`config.mk`:
```
export PLATFORM = sky130hd
export DESIGN_NAME = uart_tx_arbiter
export DESIGN_NICKNAME = d
export VERILOG_FILES = /design/src/rtl/uart_tx_arbiter.sv
export SDC_FILE = /design/constraint.sdc
export NUM_CORES = 1
export LEC_CHECK = 0
export ABC_AREA = 0
export BUFFER_PORTS_ARGS = -buffer_cell sky130_fd_sc_hd__buf_2
export CAP_MARGIN = 20
export CORE_AREA = 5 5 62 58
export CTS_CLUSTER_DIAMETER = 150
export DETAILED_ROUTE_END_ITERATION = 6
export DIE_AREA = 0 0 67 63
export PLACE_DENSITY = 0.83
export SLEW_MARGIN = 20
export SYNTH_ARGS = -nofsm -noshare
export SYNTH_HDL_FRONTEND = slang
export SYNTH_SLANG_ARGS = --single-unit
export TNS_END_PERCENT = 20
```
`constraint.sdc`:
```
create_clock -name clk -period 2.71 [get_ports clk]
set_input_delay 0.271 -clock clk [delete_from_list [all_inputs] [get_ports clk]]
set_output_delay 0.271 -clock clk [all_outputs]
set_load 0.01 [all_outputs]
```
`src/rtl/uart_tx_arbiter.sv`:
```
// Three-requester byte arbiter in front of one UART transmitter, with per-owner message locking.
// Define ARB_ROUND_ROBIN_EN for round-robin arbitration; otherwise fixed priority 0 > 1 > 2.
module uart_tx_arbiter #(
   parameter logic [7:0] HOLD_MAX = 8'd64
) (
   input  logic       clk,
   input  logic       rst,
   input  logic [2:0] req,
   input  logic [2:0] last,
   input  logic [7:0] data0,
   input  logic [7:0] data1,
   input  logic [7:0] data2,
   output logic [2:0] ack,
   output logic [7:0] tx_data,
   output logic       tx_start,
   input  logic       tx_busy,
   output logic [1:0] owner,
   output logic       locked
);

   typedef enum logic [1:0] {IDLE, LAUNCH, WAIT_BUSY, WAIT_DONE} state_t;

   state_t     state;
   state_t     state_next;
   logic [7:0] burst;
   logic [7:0] burst_inc;
   logic [1:0] wait_cnt;
   logic [1:0] pick;
   logic [1:0] winner;
   logic [7:0] winner_data;
   logic       grant;
   logic       release_lock;
   logic       owner_req;
   logic       owner_last;
   logic       hold_hit;
   logic [3:0] req_ext;
   logic [3:0] last_ext;

   // owner may be 3 (nobody), so index through a zero-padded copy
   assign req_ext    = {1'b0, req};
   assign last_ext   = {1'b0, last};
   assign owner_req  = req_ext[owner];
   assign owner_last = last_ext[owner];
   assign burst_inc  = (burst == 8'hFF) ? burst : burst + 8'd1;
   assign hold_hit   = (HOLD_MAX != 8'd0) && (burst_inc >= HOLD_MAX);

`ifdef ARB_ROUND_ROBIN_EN
   logic [1:0] rr_ptr;
   logic [1:0] cand1;
   logic [1:0] cand2;

   assign cand1 = (rr_ptr == 2'd2) ? 2'd0 : rr_ptr + 2'd1;
   assign cand2 = (rr_ptr == 2'd0) ? 2'd2 : rr_ptr - 2'd1;

   always_comb begin
      pick = 2'd3;
      if (req_ext[rr_ptr])
         pick = rr_ptr;
      else if (req_ext[cand1])
         pick = cand1;
      else if (req_ext[cand2])
         pick = cand2;
   end

   // rr_ptr is the first index searched, i.e. one past the latest launch
   always_ff @(posedge clk) begin
      if (rst)
         rr_ptr <= 2'd0;
      else if (state == LAUNCH)
         rr_ptr <= (owner == 2'd2) ? 2'd0 : owner + 2'd1;
   end
`else
   always_comb begin
      pick = 2'd3;
      if (req[0])
         pick = 2'd0;
      else if (req[1])
         pick = 2'd1;
      else if (req[2])
         pick = 2'd2;
   end
`endif

   always_ff @(posedge clk) begin
      if (rst)
         state <= IDLE;
      else
         state <= state_next;
   end

   // Launch is held off in IDLE while the transmitter is busy, which also covers frames left over from a reset
   always_comb begin
      state_next   = state;
      grant        = 1'b0;
      winner       = pick;
      release_lock = 1'b0;
      tx_start     = 1'b0;
      ack          = 3'b000;
      case (state)
         IDLE: begin
            if (!tx_busy) begin
               if (locked && owner_req) begin
                  grant  = 1'b1;
                  winner = owner;
               end else begin
                  release_lock = locked;
                  grant        = (pick != 2'd3);
               end
            end
            if (grant)
               state_next = LAUNCH;
         end
         LAUNCH: begin
            tx_start   = !rst;
            ack        = rst ? 3'b000 : (3'b001 << owner);
            state_next = WAIT_BUSY;
         end
         WAIT_BUSY: begin
            if (tx_busy || (wait_cnt == 2'd3))
               state_next = WAIT_DONE;
         end
         WAIT_DONE: begin
            if (!tx_busy)
               state_next = IDLE;
         end
         default: state_next = IDLE;
      endcase
   end

   always_comb begin
      case (winner)
         2'd0:    winner_data = data0;
         2'd1:    winner_data = data1;
         default: winner_data = data2;
      endcase
   end

   // burst counts bytes sent in the current lock, including the one that opened it
   always_ff @(posedge clk) begin
      if (rst) begin
         tx_data  <= 8'h00;
         owner    <= 2'd3;
         locked   <= 1'b0;
         burst    <= 8'd0;
         wait_cnt <= 2'd0;
      end else begin
         if (release_lock) begin
            locked <= 1'b0;
            burst  <= 8'd0;
         end
         if (grant) begin
            owner   <= winner;
            tx_data <= winner_data;
         end
         if (state == LAUNCH) begin
            if (owner_last || hold_hit) begin
               locked <= 1'b0;
               burst  <= 8'd0;
            end else begin
               locked <= 1'b1;
               burst  <= burst_inc;
            end
         end
         if (state == WAIT_BUSY)
            wait_cnt <= wait_cnt + 2'd1;
         else
            wait_cnt <= 2'd0;
      end
   end

endmodule
```
* Word-level counts from Yosys, hierarchy flattened
Index checks and enable logic that the tools add are counted.
Word-level totals: word-level logic and storage cells 63, register bits 23, output and inout bits 15, memories 0, input port bits 33, bits in writable memories 0, memory bits (read-only) 0, bits in latches 0
Operators by class: $lt $le $gt $ge 2, reductions and logical operators 9, muxes and demuxes 32, add/subtract/negate cells 2, $mul 0, divide/modulo/power cells 0, eq/ne operators 10, shift operators 1, bitwise gates (word level) 1
Operators with widths (count):
- 2-to-1 mux 8 bit | 4
- 2-to-1 mux 2 bit | 8
- case mux 8 bit (2 select lines) | 1
- 2-to-1 mux 1 bit | 14
- adder 8 x 1 -> 8 bit (second input constant) | 1
- == test 8 bit (second input constant) | 1
- >= comparator 8 x 7 -> 1 bit (second input constant) | 1
- inequality test 2 bit (second input constant) | 4
- case mux 2 bit (4 select lines) | 1
- == test 2 bit (second input constant) | 3
- 2-to-1 mux 3 bit | 2
- binary-select mux 1 bit (select 2 bit) | 2
- == test 2 x 1 -> 1 bit (second input constant) | 2
- zero test 2 bit | 2
- < comparator 2 x 3 -> 1 bit (second input constant) | 1
- AND reduction 3 bit | 1
- << shifter 1 x 2 -> 3 bit (first input constant) | 1
- adder 2 x 1 -> 2 bit (second input constant) | 1
- logical OR 1 bit | 2
- nonzero test 2 bit | 1
- OR reduction 2 bit | 1
- logical AND 1 bit | 1
- zero test 1 bit | 1
- NOT 1 bit | 1

* Logic depth before layout (Yosys ltp)
depth in word-level cells 9, depth in mapped cells 7, mapped depth without buffers 6

* Worst setup path before layout
Ideal clock, no wire load.
path type register to register, start reg state[0], end reg tx_data[0], arrival time 1.471 ns, path buffers 1, cell stages (with the launch flop) 8, required time 2.585 ns, setup slack 1.114 ns, setup time 0.125 ns, period minus slack after synthesis 1.596 ns, cells stage by stage dfxtp_1 inv_1 ha_1 and3b_1 a21bo_2 clkbuf_1 a31oi_1 a31oi_1
Between the ends: longest elaborated chain between the ends 4, elaborated cells between the ends (all ways) 6, classes of those cells 1 x eq/ne; 3 x mux; 2 x reduce/logical
Ends and longest elaborated chain:
- from (decl) | RTL line 23 | state_t state;
- from (signal assigned) | RTL line 88 | state <= state_next;
- zero test 2 bit (*) | RTL line 99 | case (state)
- 2-to-1 mux 2 bit | RTL line 99
- == test 2 x 1 -> 1 bit or zero test 2 bit (tied branches) | RTL line 131 | case (winner)
- case mux 8 bit (2 select lines) | RTL line 131
- to (signal assigned) | RTL line 153 | tx_data <= winner_data;
- to (decl) | RTL line 14 | output logic [7:0] tx_data,
Mark *: on every way between the ends. The rest lies on a longest branch, timed or not. A chain may end at the register's enable or synchronous reset.

* Final worst setup path
start reg state[0], end reg tx_data[5]
The elaborated chain is that of the path after synthesis.

==> flow_summary.yaml <==
run_status:
  status: "complete, no violations"
synth:
  synth-seq-area-share_pct: 31.11
  netlist_instances: 177
  syn-cell-area_mm2: 0.001480
  synth.avg_cell_area_um2: 8.363
  synthFlopType: "dfxtp_1"
  synth-warning-count: 0
  synth_seq_cells: 23
  synth.top_cells.by_count: "23 x dfxtp_1, 19 x a31oi_1, 17 x o211ai_1, 17 x o21ai_0, 11 x inv_1"
  yosys.area.top_type_share_pct: 31.11
  synthArstFlopShare_pct: 0
  synth_edf_count: 0
  yosys.area.top_type: "dfxtp_1"
  yosysMostFrequentCell: "dfxtp_1"
  syn_nets: 216
  netlist_top_cells_area: "dfxtp_1 31%, o211ai_1 8.6%, a31oi_1 8.0%"
  ys_types: 42
worst_setup_path:
  critPathCaptureType: "register"
  crit_path_start_kind: "register"
  worstPathCellList: "inv_1, ha_1, and3b_1, a311oi_2, o21ai_0, a31oi_1"
  arrival_ps: 2220
  path_max_fanout: 8
  critPathKind: "register to register"
  cp_num_buf_inv: 1
  required_ps: 2970
  max_stage_delay_ps: 540
  cp_slowest_cell: "a311oi_2"
  cp_top_family: "compound AO/OA/AOI/OAI gates"
floorplanning:
  core-area_mm2: 0.002924
  std_cell_rows: 19
  ios: 48
  die_area_mm2: 0.004221
  die_w_um: 67
  die_y_um: 63
  start_util_pct: 50.62
clocking:
  cts_root_buffer: "clkbuf_4"
  clk_latency_ps: 320
  postCtsHoldBufs: 0
  clock_path_buffers: 2
  numCtsBuffers: 3
  tritoncts: "built"
  clkTransAtPathRegs_ps: 130
  clkSinkCount: 23
  htreeDepth: 1
  cts_setup_buffers: 0
  cts_resized: 0
timing:
  rsz0062_at_grt: "false"
  max_slew_margin_pct: 59.57
  fin_ws_ps: 754.7
  timing.fmax_mhz: 511.4
  min_period_over_period_pct: 72.15
  worst_pin_slew_ps: 605.6
  holdWs_ps: 206.7
  slew_violations: 0
  fin_worst_skew_ps: 10.59
  finalHoldViolCount: 0
  fin_setup_tns_ps: 0
  fin_crit_ps: 1955
  final-setup-viol-count: 0
layout:
  drive_gt1_share_pct: 27.19
  antenna_cells: 0
  fin_nets: 257
  design_area_mm2: 0.001748
  fin_util_pct: 59.78
  final_cells: 259
  synthToLayoutAreaGrowth_pct: 18.09
routing:
  wl_per_cell_um: 15.44
  drt_iter0_drc: 91
  drtAntennaViolNets: 0
  drt_pass1_iterations: 4
  drcViolationCount: 0
  wl_um: 3999
  num_vias: 1571
  avgViaCountPerCell: 6.066
power:
  power_mw: 1.188
  power.leakage_nw: 0.6994
  power_density_mw_per_mm2: 679.5
  ir_drop_mv: 0.3610
place:
  place_ws_ps: 806.5
  routabilityCongestion: 0.8268
  dpl.cell_count: 255
  portBuffers: 47
  dp_hpwl_um: 2950
  place_area_mm2: 0.001720
global_routing:
  grt_overflow_total: 0
  grt_max_degree: 19
  grt.total_usage_pct: 19.30
  antenna_found_initial: 0
  grt_pass1_vias: 1474
  grt_pass1_wl_um: 6492
worst_hold_path:
  hold_class: "input pin to register"
run:
  drv_cap: 0
==> power breakdown <==
part | total (mW) | leakage [nW] | internal [mW] | switching, mW
Combinational | 0.530 | 0.493 | 0.229 | 0.301
Sequential | 0.494 | 0.188 | 0.411 | 0.0835
Clock | 0.164 | 0.0177 | 0.0553 | 0.108
Total | 1.19 | 0.699 | 0.695 | 0.492
==> path summary, 6_finish.rpt <==
path,startpoint,slack [ps],cells after the start,to
setup / recovery,state[0]$_SDFFE_PP0P_,750,6,tx_data[5]$_SDFFE_PP0P_
hold / removal,data2[4],210,3,tx_data[4]$_SDFFE_PP0P_
setup reg to reg,state[0]$_SDFFE_PP0P_,750,6,tx_data[5]$_SDFFE_PP0P_
hold reg to reg,wait_cnt[0]$_SDFF_PP0_,440,1,wait_cnt[0]$_SDFF_PP0_
==> cells by family after synthesis <==
family                   Yosys count  share of synthesized area, %
AO/OA/AOI/OAI                     78                         36.69
adder cells (fa/ha/maj)            6                         5.072
buffers and inverters             24                         7.015
flip-flops                        23                         31.11
multiplexers                       3                         2.029
AND/OR/NAND/NOR                   43                         18.09
==> registers in the layout, summed over array words and instances (netlist names) <==
signal    cells
burst         8
locked        1
owner         2
state         2
tx_data       8
wait_cnt      2
==> final cells by class <==
type	count	area [um2]
well taps	42	52.55
flip-flops and latches	23	460.4
clock buffers	3	22.52
inverters	11	41.29
repair buffers	49	250.2
clock inverters	1	5.005
fillers	269	1176
multi-input cells	130	915.9
==> cells in the final DEF, fill, tap and decap left out, drive strengths merged, types with 2 or more instances in the layout <==
master	synthesis	final
o21ai	17	17
nand3b	9	9
ha	6	6
o21a	3	3
o211ai	19	19
buf	7	49
a31oi	19	19
nor3b	2	2
nand2b	2	2
and4	3	3
nand3	3	3
nor2	5	5
o2111ai	2	2
inv	11	11
nor3	6	6
clkbuf	6	3
a21oi	7	7
nand2	4	4
dfxtp	23	23
mux2i	3	3
o221ai	2	2
and3	2	2
==> worst min-delay path, cell delays in order <==
cell	delay, ps
buf_2	90
o21ai_0	60
a31oi_1	80
==> per-layer routing <==
layer | vias to the layer above | global-route usage (%) | part of all wire, %
met5 | - | 0 | 0
met4 | 0 | 5.570 | 1.1
met3 | 7 | 5.036 | 6.8
met2 | 53 | 30.67 | 48
met1 | 742 | 25.27 | 44
li1 | 769 | - | -
(Power assumes the default switching activity.)
